[config.mk]
export PLATFORM = sky130hd
export DESIGN_NAME = pulse_divider
export DESIGN_NICKNAME = d
export VERILOG_FILES = /design/src/rtl/pulse_divider.sv
export SDC_FILE = /design/constraint.sdc
export NUM_CORES = 1
export LEC_CHECK = 0
export ABC_AREA = 1
export CAP_MARGIN = 20
export CORE_MARGIN = 2
export CORE_UTILIZATION = 42
export CTS_CLUSTER_SIZE = 30
export DETAILED_ROUTE_END_ITERATION = 12
export PLACE_DENSITY_LB_ADDON = 0.2
export SETUP_SLACK_MARGIN = 0.2
export SLEW_MARGIN = 10
export SYNTH_ARGS = -nofsm -noshare
export SYNTH_HDL_FRONTEND = slang
export SYNTH_SLANG_ARGS = --single-unit
[constraint.sdc]
create_clock -name clock -period 5.4 [get_ports clock]
set_clock_uncertainty 0.05 [all_clocks]
set_input_delay 0.54 -clock clock [delete_from_list [all_inputs] [get_ports clock]]
set_output_delay 0.54 -clock clock [all_outputs]
set_load 0.005 [all_outputs]
[src/rtl/pulse_divider.sv]
// Runtime-programmable clock divider with toggle, strobe and counted-burst output modes.
// Optional feature macro: PULSE_COUNT_EN adds a 16-bit free-running tick counter output.
module pulse_divider #(
    parameter int WIDTH       = 8,
    parameter int DEFAULT_DIV = 2,
    parameter int BURST       = 4
) (
    input  logic             clock,
    input  logic             reset_n,
    input  logic             enable,
    input  logic [1:0]       mode,
    input  logic [WIDTH-1:0] div,
    input  logic             start,
    output logic             signal,
    output logic             tick,
    output logic             busy
`ifdef PULSE_COUNT_EN
    ,
    output logic [15:0]      pulse_count
`endif
);

    typedef enum logic [1:0] {
        MODE_TOGGLE = 2'd0,
        MODE_PULSE  = 2'd1,
        MODE_BURST  = 2'd2,
        MODE_HOLD   = 2'd3
    } mode_e;

    localparam logic [7:0]       BURST_N  = 8'(BURST);
    localparam logic [WIDTH-1:0] DIV_RST  = WIDTH'(DEFAULT_DIV);

    logic [WIDTH-1:0] cnt_q, cnt_d;
    logic [WIDTH-1:0] div_act_q, div_act_d;
    mode_e            mode_act_q, mode_act_d;
    logic             signal_q, signal_d;
    logic             tick_q, tick_d;
    logic             busy_q, busy_d;
    logic [7:0]       rem_q, rem_d;

    logic [WIDTH-1:0] div_eff;
    logic             counting;
    logic             terminal;
    logic             start_acc;
    logic             load;
    mode_e            mode_in;

    assign mode_in   = mode_e'(mode);
    assign div_eff   = (div_act_q == '0) ? WIDTH'(1) : div_act_q;
    assign counting  = enable && ((mode_act_q == MODE_TOGGLE) || (mode_act_q == MODE_PULSE) ||
                                  ((mode_act_q == MODE_BURST) && busy_q));
    // div_eff >= 1, so div_eff-1 never underflows and the compare caps the counter below 2^WIDTH-1.
    assign terminal  = counting && (cnt_q == div_eff - WIDTH'(1));
    assign start_acc = enable && (mode_act_q == MODE_BURST) && !busy_q && start;
    assign load      = !enable || terminal || start_acc;

    always_comb begin
        cnt_d      = cnt_q;
        div_act_d  = div_act_q;
        mode_act_d = mode_act_q;
        signal_d   = signal_q;
        tick_d     = 1'b0;
        busy_d     = busy_q;
        rem_d      = rem_q;

        if (counting) begin
            cnt_d  = terminal ? '0 : WIDTH'(cnt_q + WIDTH'(1));
            tick_d = terminal;
        end

        if (enable) begin
            case (mode_act_q)
                MODE_TOGGLE: begin
                    if (terminal) signal_d = ~signal_q;
                end
                MODE_PULSE: begin
                    signal_d = terminal;
                end
                MODE_BURST: begin
                    if (busy_q) begin
                        signal_d = terminal;
                        if (terminal) begin
                            rem_d = rem_q - 8'd1;
                            if (rem_q == 8'd1) busy_d = 1'b0;
                        end
                    end else begin
                        cnt_d    = '0;
                        signal_d = 1'b0;
                        if (start) begin
                            busy_d = 1'b1;
                            rem_d  = BURST_N;
                        end
                    end
                end
                default: begin
                    signal_d = 1'b0;
                    busy_d   = 1'b0;
                end
            endcase
        end

        // Mode switches land only here; any switch restarts the period and drops a running burst.
        if (load) begin
            div_act_d  = div;
            mode_act_d = mode_in;
            if (mode_in != mode_act_q) begin
                cnt_d    = '0;
                busy_d   = 1'b0;
                rem_d    = '0;
                signal_d = (mode_in == MODE_PULSE) ? tick_d : 1'b0;
            end
        end
    end

    always_ff @(posedge clock or negedge reset_n) begin
        if (!reset_n) begin
            cnt_q      <= '0;
            div_act_q  <= DIV_RST;
            mode_act_q <= MODE_TOGGLE;
            signal_q   <= 1'b0;
            tick_q     <= 1'b0;
            busy_q     <= 1'b0;
            rem_q      <= '0;
        end else begin
            cnt_q      <= cnt_d;
            div_act_q  <= div_act_d;
            mode_act_q <= mode_act_d;
            signal_q   <= signal_d;
            tick_q     <= tick_d;
            busy_q     <= busy_d;
            rem_q      <= rem_d;
        end
    end

    assign signal = signal_q;
    assign tick   = tick_q;
    assign busy   = busy_q;

`ifdef PULSE_COUNT_EN
    logic [15:0] pcount_q, pcount_d;

    always_comb begin
        pcount_d = pcount_q;
        if (tick_d) pcount_d = pcount_q + 16'd1;
    end

    always_ff @(posedge clock or negedge reset_n) begin
        if (!reset_n) pcount_q <= '0;
        else          pcount_q <= pcount_d;
    end

    assign pulse_count = pcount_q;
`endif

endmodule

Word-level counts from Yosys, hierarchy flattened
Index checks and enable logic that the tools add are counted.
{ "op_classes": {"n_addsub": 3, "mul": 0, "div": 0, "n_lt_le_gt_ge": 0, "n_eq_ne": 6, "shifts": 0, "n_mux": 31, "bitwise": 1, "n_reduce_logical": 15} }
{ "op_table": {"columns": ["operator", "n"], "rows": [
  ["$mux W8", 15],
  ["$sub A8 B1 Y8 const B", 2],
  ["$mux W1", 14],
  ["$add A8 B1 Y8 const B", 1],
  ["$eq A8 B1 Y1 const B", 1],
  ["$eq A8 B8 Y1", 1],
  ["$logic_not A8 Y1", 1],
  ["$logic_and A1 B1 Y1", 6],
  ["$eq A2 B1 Y1 const B", 2],
  ["$logic_or A1 B1 Y1", 4],
  ["$pmux W1 S3", 1],
  ["$eq A2 B2 Y1 const B", 1],
  ["$logic_not A1 Y1", 2],
  ["$logic_not A2 Y1", 1],
  ["$ne A2 B2 Y1", 1],
  ["$pmux W1 S2", 1],
  ["$reduce_or A2 Y1", 1],
  ["$not A1 Y1", 1]
]} }
{ "word_totals": {"reg_bits": 29, "latch_bits": 0, "ram_bits": 0, "mem_bits_ro": 0, "in_bits": 14, "output_inout_bits": 3, "elab_cells": 63, "mem_count": 0} }

Longest topological paths before layout
Gate-level depths: netlist of the first run.
{ "depth": {"depth_word": 12, "ltp_mapped": 22, "mapped_depth_nobuf": 22} }

Worst setup path after synthesis of the first run
Ideal clock, no wire load.
{ "synth_timing": {"path_type": "flip-flop to flip-flop", "from": "register div_act_q[3]", "to": "register signal_q (netlist: signal)", "setup_time_ns": 0.120, "arrival_ns": 2.199, "t_required_ns": 5.230, "slack_ns": 3.031, "path_stages_with_launch": 19, "n_path_buf": 1, "period_less_slack_ns": 2.369, "cell_sequence": "dfrtp_1 > inv_1 > nand2_2 > nor2_4 > nand2_4 > nand2_2 > inv_1 > ha_1 > xor2_1 > o21ai_1 > nor2_1 > nand2_1 > nor2_4 > nand4_4 > nand3_2 > nand2_2 > buf_6 > a21oi_2 > a21oi_1"} }
{ "synth_between": {"elab_chain_cells": 10, "elab_cells_between_ends": 15, "classes_between": "1 x add/sub; 1 x eq/ne; 9 x mux; 4 x reduce/logical"} }
{ "synth_lines": {"columns": ["item", "line", "text"], "rows": [
  ["from (decl)", "34", "logic [WIDTH-1:0] div_act_q, div_act_d;"],
  ["from (signal assigned)", "126", "div_act_q <= div_act_d;"],
  ["$logic_not A8 Y1", "49", "assign div_eff = (div_act_q == '0) ? WIDTH'(1) : div_act_q;"],
  ["$mux W8 *", "49", null],
  ["$sub A8 B1 Y8 *", "53", "assign terminal = counting && (cnt_q == div_eff - WIDTH'(1));"],
  ["$eq A8 B8 Y1 *", "53", null],
  ["$logic_and A1 B1 Y1 *", "53", null],
  ["$mux W1, on equally long branches", "80, 74", null],
  ["$pmux W1 S3", "72", "case (mode_act_q)"],
  ["$mux W1", "71", "if (enable) begin"],
  ["$mux W1", "106", "if (mode_in != mode_act_q) begin"],
  ["$mux W1 *", "103", "if (load) begin"],
  ["net signal_d", "36", "logic signal_q, signal_d;"],
  ["to (signal assigned)", "128", "signal_q <= signal_d;"],
  ["to (decl)", "36", null]
]} }
The timed path passes the listed nets; every way through them passes the cells marked *.
A chain may end at the register's enable or synchronous reset.

Final worst setup path of the first run
{ "layout_timing": {"from": "register div_act_q[3]", "to": "register cnt_q[6]"} }
{ "layout_between": {"elab_chain_cells": 12, "elab_cells_between_ends": 14, "classes_between": "1 x add/sub; 1 x eq/ne; 8 x mux; 4 x reduce/logical"} }
{ "layout_lines": {"columns": ["item", "line", "text"], "rows": [
  ["$logic_not A8 Y1", "49", null],
  ["$mux W8 *", "49", null],
  ["$sub A8 B1 Y8 *", "53", null],
  ["$eq A8 B8 Y1 *", "53", null],
  ["$logic_and A1 B1 Y1 *", "53", null],
  ["$mux W8", "67", "cnt_d = terminal ? '0 : WIDTH'(cnt_q + WIDTH'(1));"],
  ["$mux W8", "66", "if (counting) begin"],
  ["$mux W8", "80", "if (busy_q) begin"],
  ["$mux W8", "72", null],
  ["$mux W8", "71", null],
  ["$mux W8", "106", null],
  ["$mux W8 *", "103", null],
  ["net cnt_d[6]", "33", "logic [WIDTH-1:0] cnt_q, cnt_d;"],
  ["to (signal assigned)", "125", "cnt_q <= cnt_d;"],
  ["to (decl)", "33", null]
]} }
Marks and branches as above.

==> results of run 1 <==
-- layout by cell type (no fill, tap or decap), types with 5 or more instances in the layout --
cell type and count:
a21oi_1 9, nor2_1 32, nand3_1 13, nand4_1 9, xor2_1 7, clkbuf_8 6, o21ai_0 17, clkdlybuf4s50_1 16
nor2_2 5, nand2_2 5, inv_1 36, nand2_1 82, dfrtp_1 28
-- stage by stage --
stage,cell area [sq um],setup WS (ns)
CTS,2360,2.37
finish,2360,2.38
detailed placement,2270,2.38
global placement,2270,2.45
global route,2360,2.09
floorplan,2050,3.03
-- critical path: cells and delay by family, from the launching register on --
| kind | cells | cell delay (ns) |
|---|---|---|
| AO/OA/AOI/OAI | 1 | 0.09 |
| XOR/XNOR | 1 | 0.15 |
| adder cells (fa/ha/maj) | 1 | 0.29 |
| buffers and inverters | 2 | 0.18 |
| flip-flops | 1 | 0.41 |
| AND/OR/NAND/NOR | 12 | 1.76 |
-- kinds of logic after synthesis --
logic type	synth area share (%)
AOI/OAI and AO/OA	9.16
and+or+nand+nor	39.9
DFF	35.5
adders and majority gates	2.44
xor gates and xnor gates	4.28
buffers and inverters	8.73
-- state kept, by name, indices dropped and copies added (netlist names) --
register,flops
cnt_q,8
div_act_q,8
signal,1
rem_q,8
busy,1
tick,1
mode_act_q,2
-- cell type report --
class,count,area share (%)
Multi-Input combinational cell,216,48.4
Tap cell,67,3.55
Sequential cell,29,30.8
Inverter,41,6.52
Timing Repair Buffer,17,7.10
Clock buffer,7,3.66
-- Yosys cell counts, types with 2 or more instances --
cell type,instances
nand2_1,82
inv_1,36
nor2_1,32
dfrtp_1,28
o21ai_0,17
nand3_1,13
a21oi_1,9
nand4_1,9
xor2_1,7
nand2_2,5
nor2_2,5
ha_1,4
inv_2,4
nor3_1,4
and3_1,3
nand3_2,3
nor2_4,3
xnor2_1,3
a21oi_2,2
a31oi_1,2
buf_2,2
nand2_4,2
nor3_2,2
or2_2,2
-- layer usage --
layer  vias up  GRT usage, %  share of wire [%]
met5         -             0                  0
met4         0          6.87                1.7
met3         6          3.84                2.4
met2        21          28.6                 44
met1       826          27.7                 52
li1        961             -                  -
-- power by group through the flow --
stage,clock (mW),combinational (mW),sequential [mW]
after floorplan,0,0.113,0.247
after global placement,0,0.149,0.251
after detailed placement,0,0.150,0.252
after CTS,0.190,0.151,0.248
after global routing,0.197,0.173,0.250
final,0.182,0.150,0.248
-- final timing paths --
| kind | endpoint | slack [ns] | cells past startpoint |
|---|---|---|---|
| worst min register to register | div_act_q[1] | 0.48 | 2 |
| worst min-delay path | div_act_q[1] | 0.48 | 2 |
| worst max register to register | cnt_q[6] | 2.38 | 17 |
| worst max-delay path | cnt_q[6] | 2.38 | 17 |
| max in group asynchronous | div_act_q[1] | 4.38 | 2 |
| min in group asynchronous | div_act_q[0] | 0.60 | 2 |
==> run_results.csv, run 1 <==
group,metric,value,unit
grt,grt.total_usage,19.3,%
critical_path,cp_common_cell,"nand2_2",
synthesis,synth.top_cell.area_share,34.2,%
synthesis,synth_seq_cells,29,
timing,slew_headroom,55.2,%
critical_path,cp.required,5.54,ns
synthesis,synth_area,2050,sq um
critical_path,path_class,"reg -> reg",
power_and_ir_drop,power.leakage,1.20,nW
clock_tree,clock_latency,0.28,ns
timing,final.period_utilization,55.9,%
timing,slew_viol_final,0,
timing,finalCriticalPeriod,3.02,ns
clock_tree,clockBufferDepth,2,
drt,dr.pass1.iters,4,
floorplan,design.die.area,5450,sq um
grt,first_global_vias,1747,
synthesis,synth_edf_count,0,
critical_path,start_kind,"flop",
floorplan,pin_count,17,
synthesis,ys_seq_area_share,35.5,%
power_and_ir_drop,power,0.580,mW
synthesis,yosys.area.top_type,"dfrtp_1",
hold_path,hp-class,"reg -> reg",
synthesis,synth_cell_types,35,
power_and_ir_drop,p_switching,0.193,mW
power_and_ir_drop,clockPowerShare,31.4,%
hold_path,worstHoldStart,"div_act_q[1]",
drt,dr_total_vias,1814,
critical_path,cp-end-kind,"flop",
grt,antenna_found_initial,0,
layout,syn2layout_area_growth,15.3,%
floorplan,die_y,73.8,microns
power_and_ir_drop,combPwrFrac,25.8,%
floorplan,rows,25,
timing,fin_setup_tns,0,ns
clock_tree,h-tree-depth,2,
clock_tree,postCtsSetupBuffers,0,
layout,layoutNonFillerInstCount,377,
drt,viasPerCell,4.81,
timing,worst_pin_slew,0.667,ns
clock_tree,cts_made_buffers,5,
power_and_ir_drop,p_int,0.386,mW
power_and_ir_drop,p_seq_share,42.8,%
clock_tree,clock-sinks,29,
timing,whs,0.479,ns
layout,finish.net_count,328,
timing,max_freq,0.331,GHz
grt,grt_overflow_total,0,
placement,gp_congestion,0.824,
layout,drive_above_1_share,12.3,%
drt,ant_nets,0,
synthesis,synthCells,290,
floorplan,initial_core_util,43.4,%
power_and_ir_drop,power_density,245,nW/um^2
critical_path,path_max_fanout,21,
synthesis,synthTopCellsByArea,"dfrtp_1, nand2_1, inv_1",
clock_tree,path_clk_slew,0.06,ns
layout,utilization,50.0,%
power_and_ir_drop,peakVddDrop,0.127,mV
critical_path,cpPeakStageDelay,0.41,ns
grt,grt_pass1_wl,8000,microns
timing,setup_viol,0,
run,cap_violations,0,
synthesis,synthFlopType,"dfrtp_1",
synthesis,syn_nets,308,
placement,dp_hpwl,3420,microns
grt,grt_max_degree,30,
drt,wire_per_inst,12.1,microns
drt,wl,4550,microns
floorplan,core,4720,sq um
critical_path,path_cells,"inv_1 -> nand2_2 -> nor2_4 -> nand2_4 -> nand2_2 -> inv_1 -> ha_1 -> xor2_1 -> o21ai_1 -> nor2_1 -> nand2_1 -> nor2_4 -> nand4_4 -> nand3_2 -> nand2_2 -> nand3_2 -> nor3_1",
floorplan,die_w,73.8,microns
placement,port_buffers,16,
layout,multi_input_area,1140,sq um
clock_tree,cts_resized,0,
critical_path,startpoint,"div_act_q[3]",
synthesis,synthArstFlopShare,100,%
synthesis,yosysWarnings,0,
power_and_ir_drop,netSwitchingFraction,33.3,%
critical_path,slowest_stage,"dfrtp_1",
layout,final-seq-area,727,sq um
clock_tree,cts_tree,"built",
critical_path,timing.rr.start,"div_act_q[3]",
placement,place_inst,370,
status,outcome,"finished clean",
timing,hold_viol_final,0,
layout,fillers,477,
drt,drc,0,
clock_tree,clock-root-buffer,"clkbuf_8",
critical_path,cp.arrival,3.16,ns
synthesis,synth.avg_cell_area,7.06,sq um
timing,rsz0062_at_grt,"no",
drt,drt_iter0_drc,125,
layout,antennaDiodeCount,0,
clock_tree,cts_hold_buf,0,
Note: power is estimated with default switching activity, not from simulation.
==> run 2, diff against run 1 <==
clock period = 2.9 ns   (was 5.4 ns; I/O delays follow)
==> run 2 against run 1 <==
Effect of this change: clock-buffer cell count down 1; final cell count up 3.7%; total power up 110%; clock power up 140%; sequential share of layout area down 2.2 points; hold slack worse by 0.13 ns; cell area up 7.6%; critical path type unchanged; largest power group unchanged.
==> run_results.csv, run 2 (same netlist as run 1, synthesis figures left out) <==
group,metric,value,unit
status,outcome,"finished clean",
clock_tree,h-tree-depth,2,
placement,dp_hpwl,3400,microns
timing,final.period_utilization,88.1,%
timing,max_freq,0.391,GHz
grt,grt-busiest-layer,"met1",
power_and_ir_drop,power_density,482,nW/um^2
power_and_ir_drop,netSwitchingFraction,31.5,%
grt,grt_max_degree,30,
layout,antennaDiodeCount,0,
drt,dr_total_vias,1855,
drt,ant_nets,0,
critical_path,path_max_fanout,7,
power_and_ir_drop,power.leakage,1.28,nW
timing,fin_ws,0.344,ns
power_and_ir_drop,power,1.23,mW
placement,pre_cts_ws,0.210,ns
power_and_ir_drop,p_switching,0.386,mW
placement,place_inst,372,
clock_tree,path_clk_slew,0.07,ns
clock_tree,clock_latency,0.28,ns
clock_tree,cts_tree,"built",
power_and_ir_drop,p_seq_share,37.5,%
critical_path,path_class,"reg -> reg",
layout,final_cell_area,2540,sq um
drt,drc,0,
floorplan,design.die.area,5450,sq um
floorplan,core,4720,sq um
timing,worst_pin_slew,0.629,ns
grt,grt_overflow_total,0,
run,cap_violations,0,
drt,wl,4570,microns
critical_path,timing.rr.start,"div_act_q[5]",
layout,most-common-layout-cells,"nand2_1, inv_1, nor2_1, dfrtp_1, o21ai_0",
power_and_ir_drop,peakVddDrop,0.397,mV
critical_path,start_kind,"flop",
layout,syn2layout_area_growth,24.1,%
drt,dr.pass1.iters,4,
placement,port_buffers,16,
grt,use_met1,27.8,%
layout,drive_above_1_share,18.5,%
hold_path,hp-class,"in -> async",
grt,grt_pass1_wl,7820,microns
critical_path,cp.required,3.03,ns
layout,finish.net_count,341,
power_and_ir_drop,combPwrFrac,26.2,%
critical_path,r2r_end,"rem_q[3]",
grt,grtUsageMet3,4.25,%
grt,grt.total_usage,18.9,%
drt,viasPerCell,4.74,
layout,final_common_cell,"nand2_1",
timing,finalCriticalPeriod,2.56,ns
timing,hold_viol_final,0,
critical_path,cp-end-kind,"flop",
layout,layoutNonFillerInstCount,391,
clock_tree,cts_made_buffers,5,
power_and_ir_drop,clockPowerShare,36.3,%
clock_tree,cts_hold_buf,0,
timing,rsz0062_at_grt,"yes",
clock_tree,clock-root-buffer,"clkbuf_8",
grt,antenna_found_initial,0,
placement,gp_congestion,0.886,
timing,fin_setup_tns,0,ns
timing,setup_viol,0,
grt,first_global_vias,1686,
clock_tree,clockBufferDepth,2,
grt,met2_usage,26.1,%
layout,reg_top3,"cnt_q (8), div_act_q (8), rem_q (8)",
floorplan,initial_core_util,43.4,%
floorplan,die_w,73.8,microns
drt,wire_per_inst,11.7,microns
critical_path,cp.arrival,2.68,ns
drt,drt_iter0_drc,56,
timing,slew_viol_final,0,
clock_tree,clock-sinks,29,
floorplan,die_y,73.8,microns
critical_path,r2r_cells,19,
placement,placed_area,2290,sq um
power_and_ir_drop,p_int,0.839,mW
floorplan,pin_count,17,
timing,slew_headroom,57.8,%
floorplan,rows,25,
critical_path,reg2reg_slack,0.34,ns
==> run 2: cell type report <==
cell class                      instances  area (sq um)
Fill cell                             470          2180
Multi-Input combinational cell        216          1190
Sequential cell                        29           727
Timing Repair Buffer                   30           269
Inverter                               41           154
Tap cell                               67          83.8
Clock buffer                            6          82.6
Clock inverter                          2          37.5
==> run 2: power by group through the flow <==
stage / clock network (mW) / logic, mW / registers, mW
floorplan: 0 / 0.210 / 0.460
CTS: 0.456 / 0.287 / 0.461
global placement: 0 / 0.279 / 0.469
finish: 0.445 / 0.321 / 0.459
global route: 0.480 / 0.364 / 0.463
detailed placement: 0 / 0.281 / 0.469
==> run 2: how the worst max path moves through the flow <==
stage | start | endpoint | slack [ns] | depth (start not counted)
after global placement | div_act_q[3] | cnt_q[3] | 0.26 | 17
after CTS | div_act_q[5] | rem_q[2] | 0.21 | 19
after detailed placement | div_act_q[5] | cnt_q[5] | 0.21 | 17
after floorplan | div_act_q[3] | signal | 0.53 | 18
final | div_act_q[5] | rem_q[3] | 0.34 | 19
after global routing | div_act_q[7] | rem_q[3] | 0.14 | 19
==> run 2: what timing repair did <==
item | in CTS | in global routing
gates resized for setup | 2 | 10
pin swaps | 0 | 10
hold endpoints to repair | 0 | 0
setup endpoints to repair | 7 | 28
buffers inserted | 0 | 11
==> run 2: metal layers <==
layer / wire length (microns) / vias to the layer above / part of all wire (%)
met2: 2000 / 20 / 44
met1: 2360 / 840 / 52
met5: 0 / - / 0
li1: - / 989 / -
met4: 74 / 0 / 1.6
met3: 127 / 6 / 2.8
==> run 2: worst max-delay path, cell delays in order, from the launching register on <==
cell and delay, ns:
dfrtp_1 0.40, inv_2 0.08, nand2_2 0.06, nor2_4 0.12, nand2_4 0.08, nand2_4 0.07
inv_2 0.04, ha_4 0.27, xor2_2 0.15, o21ai_1 0.08, nor2_1 0.11, nand2_1 0.10
nor2_4 0.12, nand4_4 0.17, nor2_8 0.21, nand2_1 0.07, nand2_1 0.08, nand3_1 0.06
nand2_1 0.08, nor2_1 0.04
==> run 2: through the flow <==
stage	hold WS [ns]	util (%)
global route	0.395	53.8
detailed placement	0.477	48.5
finish	0.345	53.8
CTS	0.358	51.3
floorplan	-0.0556	-
global placement	0.472	48.5
